<file path="src/rtl/mul8_seq_pkg.sv">
// Shared types and step tables for the sequential 8x8 multiplier.
// Each step multiplies one nibble pair and shifts the partial product into place.
package mul8_seq_pkg;

    typedef enum logic [1:0] {
        IDLE = 2'd0,
        RUN  = 2'd1,
        DONE = 2'd2
    } state_t;

    localparam int unsigned STEP_W = 2;
    localparam logic [STEP_W-1:0] LAST_STEP = 2'd3;

    // Bit i set means step i takes the high nibble of that operand.
    localparam logic [3:0] X_HI_STEPS = 4'b1100;
    localparam logic [3:0] Y_HI_STEPS = 4'b1010;

    localparam logic [3:0] SHIFT_TABLE [4] = '{4'd0, 4'd4, 4'd4, 4'd8};

endpackage

</file>
<file path="src/rtl/add.sv">
// N-bit ripple-style natural adder with carry in and carry out.
module add #(
    parameter int unsigned N = 8
) (
    input  logic [N-1:0] a,
    input  logic [N-1:0] b,
    input  logic         c_in,
    output logic [N-1:0] s,
    output logic         c_out
);

    assign {c_out, s} = {1'b0, a} + {1'b0, b} + {{N{1'b0}}, c_in};

endmodule

</file>
<file path="src/rtl/mul_add_nat.sv">
// Natural 4x4 multiply plus 4-bit addend; the 8-bit result cannot overflow (max 240).
module mul_add_nat (
    input  logic [3:0] a,
    input  logic [3:0] b,
    input  logic [3:0] c,
    output logic [7:0] p
);

    assign p = ({4'h0, a} * {4'h0, b}) + {4'h0, c};

endmodule

</file>
<file path="src/rtl/mul8_seq.sv">
// Sequential 8x8 natural multiplier: one shared 4x4 unit, four steps per product,
// behind a start/done handshake.
module mul8_seq
    import mul8_seq_pkg::*;
#(
    parameter bit EARLY_EXIT = 1'b0
) (
    input  logic        clock,
    input  logic        reset,
    input  logic        start,
    input  logic [7:0]  x,
    input  logic [7:0]  y,
    output logic        ready,
    output logic        busy,
    output logic        done,
    output logic [15:0] m
);

    state_t            state;
    logic [STEP_W-1:0] step;
    logic [7:0]        xr;
    logic [7:0]        yr;
    logic [15:0]       acc;

    logic [3:0]        a_nib;
    logic [3:0]        b_nib;
    logic [7:0]        p;
    logic [15:0]       addend;
    logic [15:0]       sum;
    logic              sum_carry_unused;
    logic              zero_op;

    always_comb begin
        a_nib  = X_HI_STEPS[step] ? xr[7:4] : xr[3:0];
        b_nib  = Y_HI_STEPS[step] ? yr[7:4] : yr[3:0];
        addend = {8'h00, p} << SHIFT_TABLE[step];
    end

    mul_add_nat u_mul (
        .a (a_nib),
        .b (b_nib),
        .c (4'h0),
        .p (p)
    );

    // Partial sums peak at 0xFE01, so the carry out is never set.
    add #(
        .N (16)
    ) u_add (
        .a     (acc),
        .b     (addend),
        .c_in  (1'b0),
        .s     (sum),
        .c_out (sum_carry_unused)
    );

    assign zero_op = (x == 8'h00) || (y == 8'h00);

    always_ff @(posedge clock) begin
        if (reset) begin
            state <= IDLE;
            step  <= '0;
            xr    <= 8'h00;
            yr    <= 8'h00;
            acc   <= 16'h0000;
            m     <= 16'h0000;
        end else begin
            unique case (state)
                IDLE: begin
                    if (start) begin
                        xr   <= x;
                        yr   <= y;
                        acc  <= 16'h0000;
                        step <= '0;
                        if (EARLY_EXIT && zero_op) begin
                            m     <= 16'h0000;
                            state <= DONE;
                        end else begin
                            state <= RUN;
                        end
                    end
                end
                RUN: begin
                    acc <= sum;
                    if (step == LAST_STEP) begin
                        m     <= sum;
                        step  <= '0;
                        state <= DONE;
                    end else begin
                        step <= step + 2'd1;
                    end
                end
                DONE: state <= IDLE;
                default: state <= IDLE;
            endcase
        end
    end

    assign ready = (state == IDLE);
    assign busy  = (state == RUN) || (state == DONE);
    assign done  = (state == DONE);

endmodule

</file>
<file path="config.mk">
export PLATFORM = sky130hd
export DESIGN_NAME = mul8_seq
export DESIGN_NICKNAME = d
export VERILOG_FILES = /design/src/rtl/mul8_seq_pkg.sv /design/src/rtl/add.sv /design/src/rtl/mul_add_nat.sv /design/src/rtl/mul8_seq.sv
export SDC_FILE = /design/constraint.sdc
export NUM_CORES = 1
export LEC_CHECK = 0
export CAP_MARGIN = 20
export CORE_ASPECT_RATIO = 1.75
export CORE_UTILIZATION = 40
export DETAILED_ROUTE_END_ITERATION = 12
export GPL_ROUTABILITY_DRIVEN = 0
export MAX_ROUTING_LAYER = met4
export PLACE_DENSITY = 0.66
export SETUP_SLACK_MARGIN = 0.15
export SLEW_MARGIN = 40
export SYNTH_ARGS = -nofsm -noshare
export SYNTH_HDL_FRONTEND = slang
export SYNTH_SLANG_ARGS = --single-unit
export TNS_END_PERCENT = 100
</file>
<file path="constraint.sdc">
create_clock -name clock -period 7 [get_ports clock]
set_input_delay 0.7 -clock clock [delete_from_list [all_inputs] [get_ports clock]]
set_output_delay 0.7 -clock clock [all_outputs]
set_load 0.1 [all_outputs]
</file>
### Word level (Yosys, flattened, before mapping)

Index checks and enable logic that the tools add are counted.

| word-level totals | value |
|---|---|
| register bits | 52 |
| bits of input ports | 19 |
| output and inout port bits | 19 |
| logic and storage cells | 42 |

| cells by class | value |
|---|---|
| $add $sub $neg | 2 |
| $mul | 1 |
| order comparisons | 2 |
| equality and inequality tests | 5 |
| shifts and indexed selects | 1 |
| muxes and demuxes | 17 |
| bitwise gates (word level) | 1 |
| reductions and logical operators | 7 |

Operators by type and width:

| cell | count |
|---|---|
| one-hot mux 16 bit (2 select lines) | 1 |
| adder 16 bit | 1 |
| two-way mux 16 bit | 1 |
| two-way mux 4 bit | 4 |
| << shifter 8 x 4 -> 16 bit | 1 |
| binary-select mux 4 bit (select 2 bit) | 1 |
| multiplier 4 x 4 -> 8 bit | 1 |
| two-way mux 2 bit | 4 |
| one-hot mux 2 bit (2 select lines) | 2 |
| AND reduction 2 bit | 4 |
| binary-select mux 1 bit (select 2 bit) | 2 |
| == test 2 bit, second input constant | 2 |
| inequality test 2 bit, second input constant | 2 |
| >= comparator 3 bit, second input constant | 1 |
| less-than comparator 2 x 3 -> 1 bit, second input constant | 1 |
| NOT 2 -> 3 bit | 1 |
| adder 2 x 1 -> 2 bit, second input constant | 1 |
| == test 2 x 1 -> 1 bit, second input constant | 1 |
| zero test 2 bit | 1 |
| two-way mux 1 bit | 2 |
| nonzero test 2 bit | 1 |
| logical OR 1 bit | 1 |

### Longest topological paths before layout

| logic depth | value |
|---|---|
| word-level depth | 7 |
| gate-level depth with buffers | 22 |
| depth with buffers taken out | 21 |

### Modules after synthesis

Synthesis repeated with hierarchy kept, for this count alone.

| unflattened totals | value |
|---|---|
| cells, all modules | 445 |
| area, all modules | 3588.4 um^2 |

By module, submodules not included:

| module | times used | cells each | area each (um^2) | seq. area each (um^2) |
|---|---|---|---|---|
| mul8_seq | 1 | 276 | 2195.9 | 1041.0 |
| add | 1 | 94 | 747.0 | 0.0 |
| mul_add_nat | 1 | 75 | 645.6 | 0.0 |

### Least setup slack after synthesis

OpenSTA, ideal clock, no wires.

| path | value |
|---|---|
| path type | register to register |
| start point | reg step[0] |
| end point | reg m[15] |
| setup time | 0.133 ns |
| data arrival time | 5.206 ns |
| required time | 6.867 ns |
| setup slack | 1.662 ns |
| stages on the path, launching flop included | 22 |
| buffers on the path | 1 |
| clock period less this slack | 5.338 ns |
| cells stage by stage | dfxtp_1 -> clkbuf_1 -> mux2i_1 -> or2_2 -> fa_1 -> inv_1 -> fa_1 -> ha_1 -> a21o_1 -> a221o_1 -> nor2_1 -> xor2_1 -> mux2_2 -> nor2_1 -> ha_1 -> and3_1 -> a221o_1 -> a211o_1 -> a221oi_4 -> xnor2_1 -> xnor2_1 -> a21oi_1 |

| on the way | value |
|---|---|
| longest elaborated chain between the ends | 6 |
| elaborated cells on any way between the ends | 15 |
| classes of those cells | 1 x add/sub; 1 x mul; 1 x eq/ne; 1 x shift; 9 x mux; 1 x bitwise; 1 x reduce/logical |

RTL lines:

| item | line | source |
|---|---|---|
| from (decl) | mul8_seq.sv:20 | `logic [STEP_W-1:0] step;` |
| from (signal assigned) | mul8_seq.sv:90 | `step <= step + 2'd1;` |
| binary-select mux 1 bit (select 2 bit), or another cell as far along | mul8_seq.sv:34 | `a_nib = X_HI_STEPS[step] ? xr[7:4] : xr[3:0];` |
| two-way mux 1 bit (implied by the code), or another cell as far along | mul8_seq.sv:34 |  |
| two-way mux 4 bit, on equally long branches | mul8_seq.sv:34, mul8_seq.sv:35, mul8_seq.sv:36 |  |
| multiplier 4 x 4 -> 8 bit or two-way mux 4 bit (tied branches) | mul_add_nat.sv:9, mul8_seq.sv:36 |  |
| << shifter 8 x 4 -> 16 bit | mul8_seq.sv:36 | `addend = {8'h00, p} << SHIFT_TABLE[step];` |
| adder 16 bit | add.sv:12 | `assign {c_out, s} = {1'b0, a} + {1'b0, b} + {{N{1'b0}}, c_in};` |
| to (signal assigned) | mul8_seq.sv:86 | `m <= sum;` |
| to (decl) | mul8_seq.sv:16 | `output logic [15:0] m` |

Several ways; a longest one is shown, not always the timed one. The select of a mux whose other input is x is not followed.
A chain may end at the register's enable or synchronous reset.

### Worst setup path after layout

Same ends and word-level chain as after synthesis.

==> impl_metrics.json <==
{
  "status": "finished clean",
  "yosysWarnings": 0,
  "tns_ps": 0,
  "ys.flop_type": "dfxtp_1",
  "wl_met2_um": 4410,
  "layout.nets": 497,
  "cts_sinks": 52,
  "clock_path_buffers": 2,
  "postCtsResizedCells": 0,
  "crit_type": "flop to flop",
  "clkPwrFrac_pct": 38.7,
  "io_buffers": 37,
  "synthArstFlopShare_pct": 0,
  "skew_ps": 6.10,
  "syn_nets": 472,
  "ant_nets": 0,
  "synth_compound_area_share_pct": 20.4,
  "grt_usage_pct": 20.4,
  "period_share_pct": 80.8,
  "synthXorXnorAreaFrac_pct": 4.85,
  "cp_slowest_cell": "fa_1",
  "seqPwrFrac_pct": 47.0,
  "die_height_um": 125,
  "whs_ps": 450,
  "cap_violations": 0,
  "reg2regPathDepth": 20,
  "synth_area_leader_cell": "dfxtp_1",
  "relSlewSlack_pct": 53.1,
  "finalCriticalPeriod_ps": 5660,
  "grt_pass1_vias": 2957,
  "cp_max_fo": 7,
  "top_layer_used": "met4",
  "layout-drive-gt1-share_pct": 11.1,
  "r2r-start": "step[0]",
  "whs_path_depth": 2,
  "r2r_end": "m[15]",
  "setup_violations": 0,
  "p_sw_uw": 180,
  "die-area_um2": 8970,
  "vdd_drop_max_uv": 134,
  "path_buf_inv": 1,
  "intPower_uw": 478,
  "final_cell_mix": "nand2_1 (67), dfxtp_1 (52), a21oi_1 (44), nor2_1 (35), ha_1 (31)",
  "post_drt_wl_per_cell_um": 14.8,
  "switching_share_pct": 27.3,
  "synth.avg_cell_area_um2": 8.23,
  "routed_wl_um": 8250,
  "avgViaCountPerCell": 5.47,
  "clk_pin_slew_ps": 70,
  "r2r_slack_ps": 1340,
  "yosysSeqAreaShare_pct": 30.3,
  "wl_met3_um": 304,
  "rows": 44,
  "rsz0062_at_grt": "no",
  "synth.distinct_cells": 53,
  "grt_overflow_total": 0,
  "synth_top_area_share_pct": 30.3,
  "antenna_found_initial": 0,
  "cts_setup_buffers": 0,
  "final_common_cell": "nand2_1",
  "clk_latency_ps": 300,
  "drt_iter0_markers": 151,
  "synth_simple_gate_area_share_pct": 20.5,
  "crit_chain": "mux2i_1, or2_2, fa_1, inv_1, fa_1, ha_1, a21o_1, a221o_1, nor2_1, xor2_1, mux2_2, nor2_1, ha_1, and3_1, a221o_1, a211o_1, a221oi_4, xnor2_1, xnor2_1, a21oi_1",
  "area_growth_pct": 14.3,
  "ios": 38,
  "cp-end-kind": "flop",
  "p_per_area_nw_per_um2": 168,
  "cts_root_buf": "clkbuf_16",
  "required_ps": 7150,
  "cts_htree_levels": 2,
  "grt_start_max_net_pins": 49,
  "crit_family": "adder cells",
  "hold_viol_final": 0,
  "cts_tree": "yes",
  "worst-slew-pin-transition_ps": 703,
  "synth_fa_ha_area_share_pct": 14.2,
  "numCtsBuffers": 5,
  "start_util_pct": 41.3,
  "place_hpwl_um": 6270,
  "worstHoldStart": "m[8]",
  "die_w_um": 72.0,
  "syn-cell-area_um2": 3430,
  "p_leak_uw": 0.00166,
  "arrival_ps": 5810,
  "whs_endpoint": "m[8]",
  "antennaDiodeCount": 0,
  "p_comb_share_pct": 14.3,
  "max_freq_mhz": 177,
  "ys_ff_latch": 52,
  "vias": 3052,
  "critPathLaunchType": "flop",
  "synth_top_family_by_area": "simple AND/OR/NAND/NOR gates",
  "final_max_slew_viol_count": 0,
  "synth_edf_count": 0,
  "drt-met1-wl_um": 3250,
  "hold_path.class": "flop to flop",
  "synth_cells": 417,
  "drc": 0,
  "first_pass_iters": 7,
  "synthMuxAreaShare_pct": 5.51,
  "coreArea_um2": 8310,
  "synthTopCellsByArea": "dfxtp_1 (30%), ha_1 (11%), nand2_1 (7.3%), a21oi_1 (6.4%), nor2_1 (3.9%)",
  "cts_hold_buf": 0,
  "slowest_delay_ps": 530,
  "grt_pass1_wl_um": 14000
}
==> synthesized netlist by cell type, drive strengths merged, types with 4 or more instances <==
cell type  count
xor2           6
dfxtp         52
ha            31
clkbuf        16
nand3          6
nor3           7
nor2b          6
mux2           7
nand2         67
a21o           7
a211oi         5
or2            4
a222oi         6
a21oi         44
nor2          36
fa             5
xnor2         13
mux2i         11
buf            4
and2           4
nand2b         4
o21ai         18
and3           4
inv           13
a22o           8
==> tightest hold or removal path: stages (launching register included) <==
cell     delay [ps]
dfxtp_1         310
nand2_1          50
a21oi_1          50
==> layer usage <==
metal  track usage (%)  vias to the layer above
li1                  -                     1523
met1              21.0                     1426
met2              36.3                       78
met3              3.72                       25
met4              9.57                        0
met5                 -                        -
==> cell type report <==
cell class / instances / area, um^2
Fill cell: 865 / 4390
Multi-Input combinational cell: 331 / 2250
Sequential cell: 52 / 1040
Timing Repair Buffer: 38 / 283
Tap cell: 115 / 144
Clock buffer: 6 / 139
Inverter: 14 / 52.6
Clock inverter: 2 / 10.0
==> state kept, by name (all words and copies together) (netlist names) <==
| signal | count |
|---|---|
| acc | 16 |
| step | 2 |
| state | 2 |
| yr | 8 |
| xr | 8 |
| m | 16 |
==> through the flow <==
step                      setup slack, ps  utilization [%]  total power (uW)  instances  instance area [um^2]
after CTS                            1350             47.1               663        558                  3920
after global routing                  979             47.2               684        558                  3920
after floorplan                      1660                -               384        417                  3430
after detailed placement             1380             45.3               409        550                  3770
final                                1340             47.2               659        558                  3920
after global placement               1510             46.4               409        550                  3860
==> cells by family (layout without fill, tap and decap cells) <==
kind of cell	Yosys count	count (layout)
AOI/OAI and AO/OA	106	106
xor gates and xnor gates	19	19
adders and majority gates	36	36
buffers and inverters	34	60
DFF	52	52
muxes	18	18
and+or+nand+nor	152	152
==> power by group through the flow <==
stage	logic [uW]	clock network (uW)	registers, uW
2_1_floorplan	70.0	0	314
3_3_place_gp	92.5	0	316
3_5_place_dp	93.1	0	316
4_1_cts	93.7	260	310
5_1_grt	104	269	311
6_report	94.0	255	310
==> worst max-delay path by stage <==
stage / endpoint / slack [ps] / cells past startpoint / start
floorplan: m[15] / 1660 / 21 / step[0]
global placement: m[15] / 1510 / 20 / step[0]
detailed placement: m[15] / 1380 / 20 / step[0]
CTS: m[15] / 1350 / 20 / step[0]
global route: m[15] / 980 / 20 / step[0]
finish: m[15] / 1340 / 20 / step[0]
(Power assumes the default switching activity.)
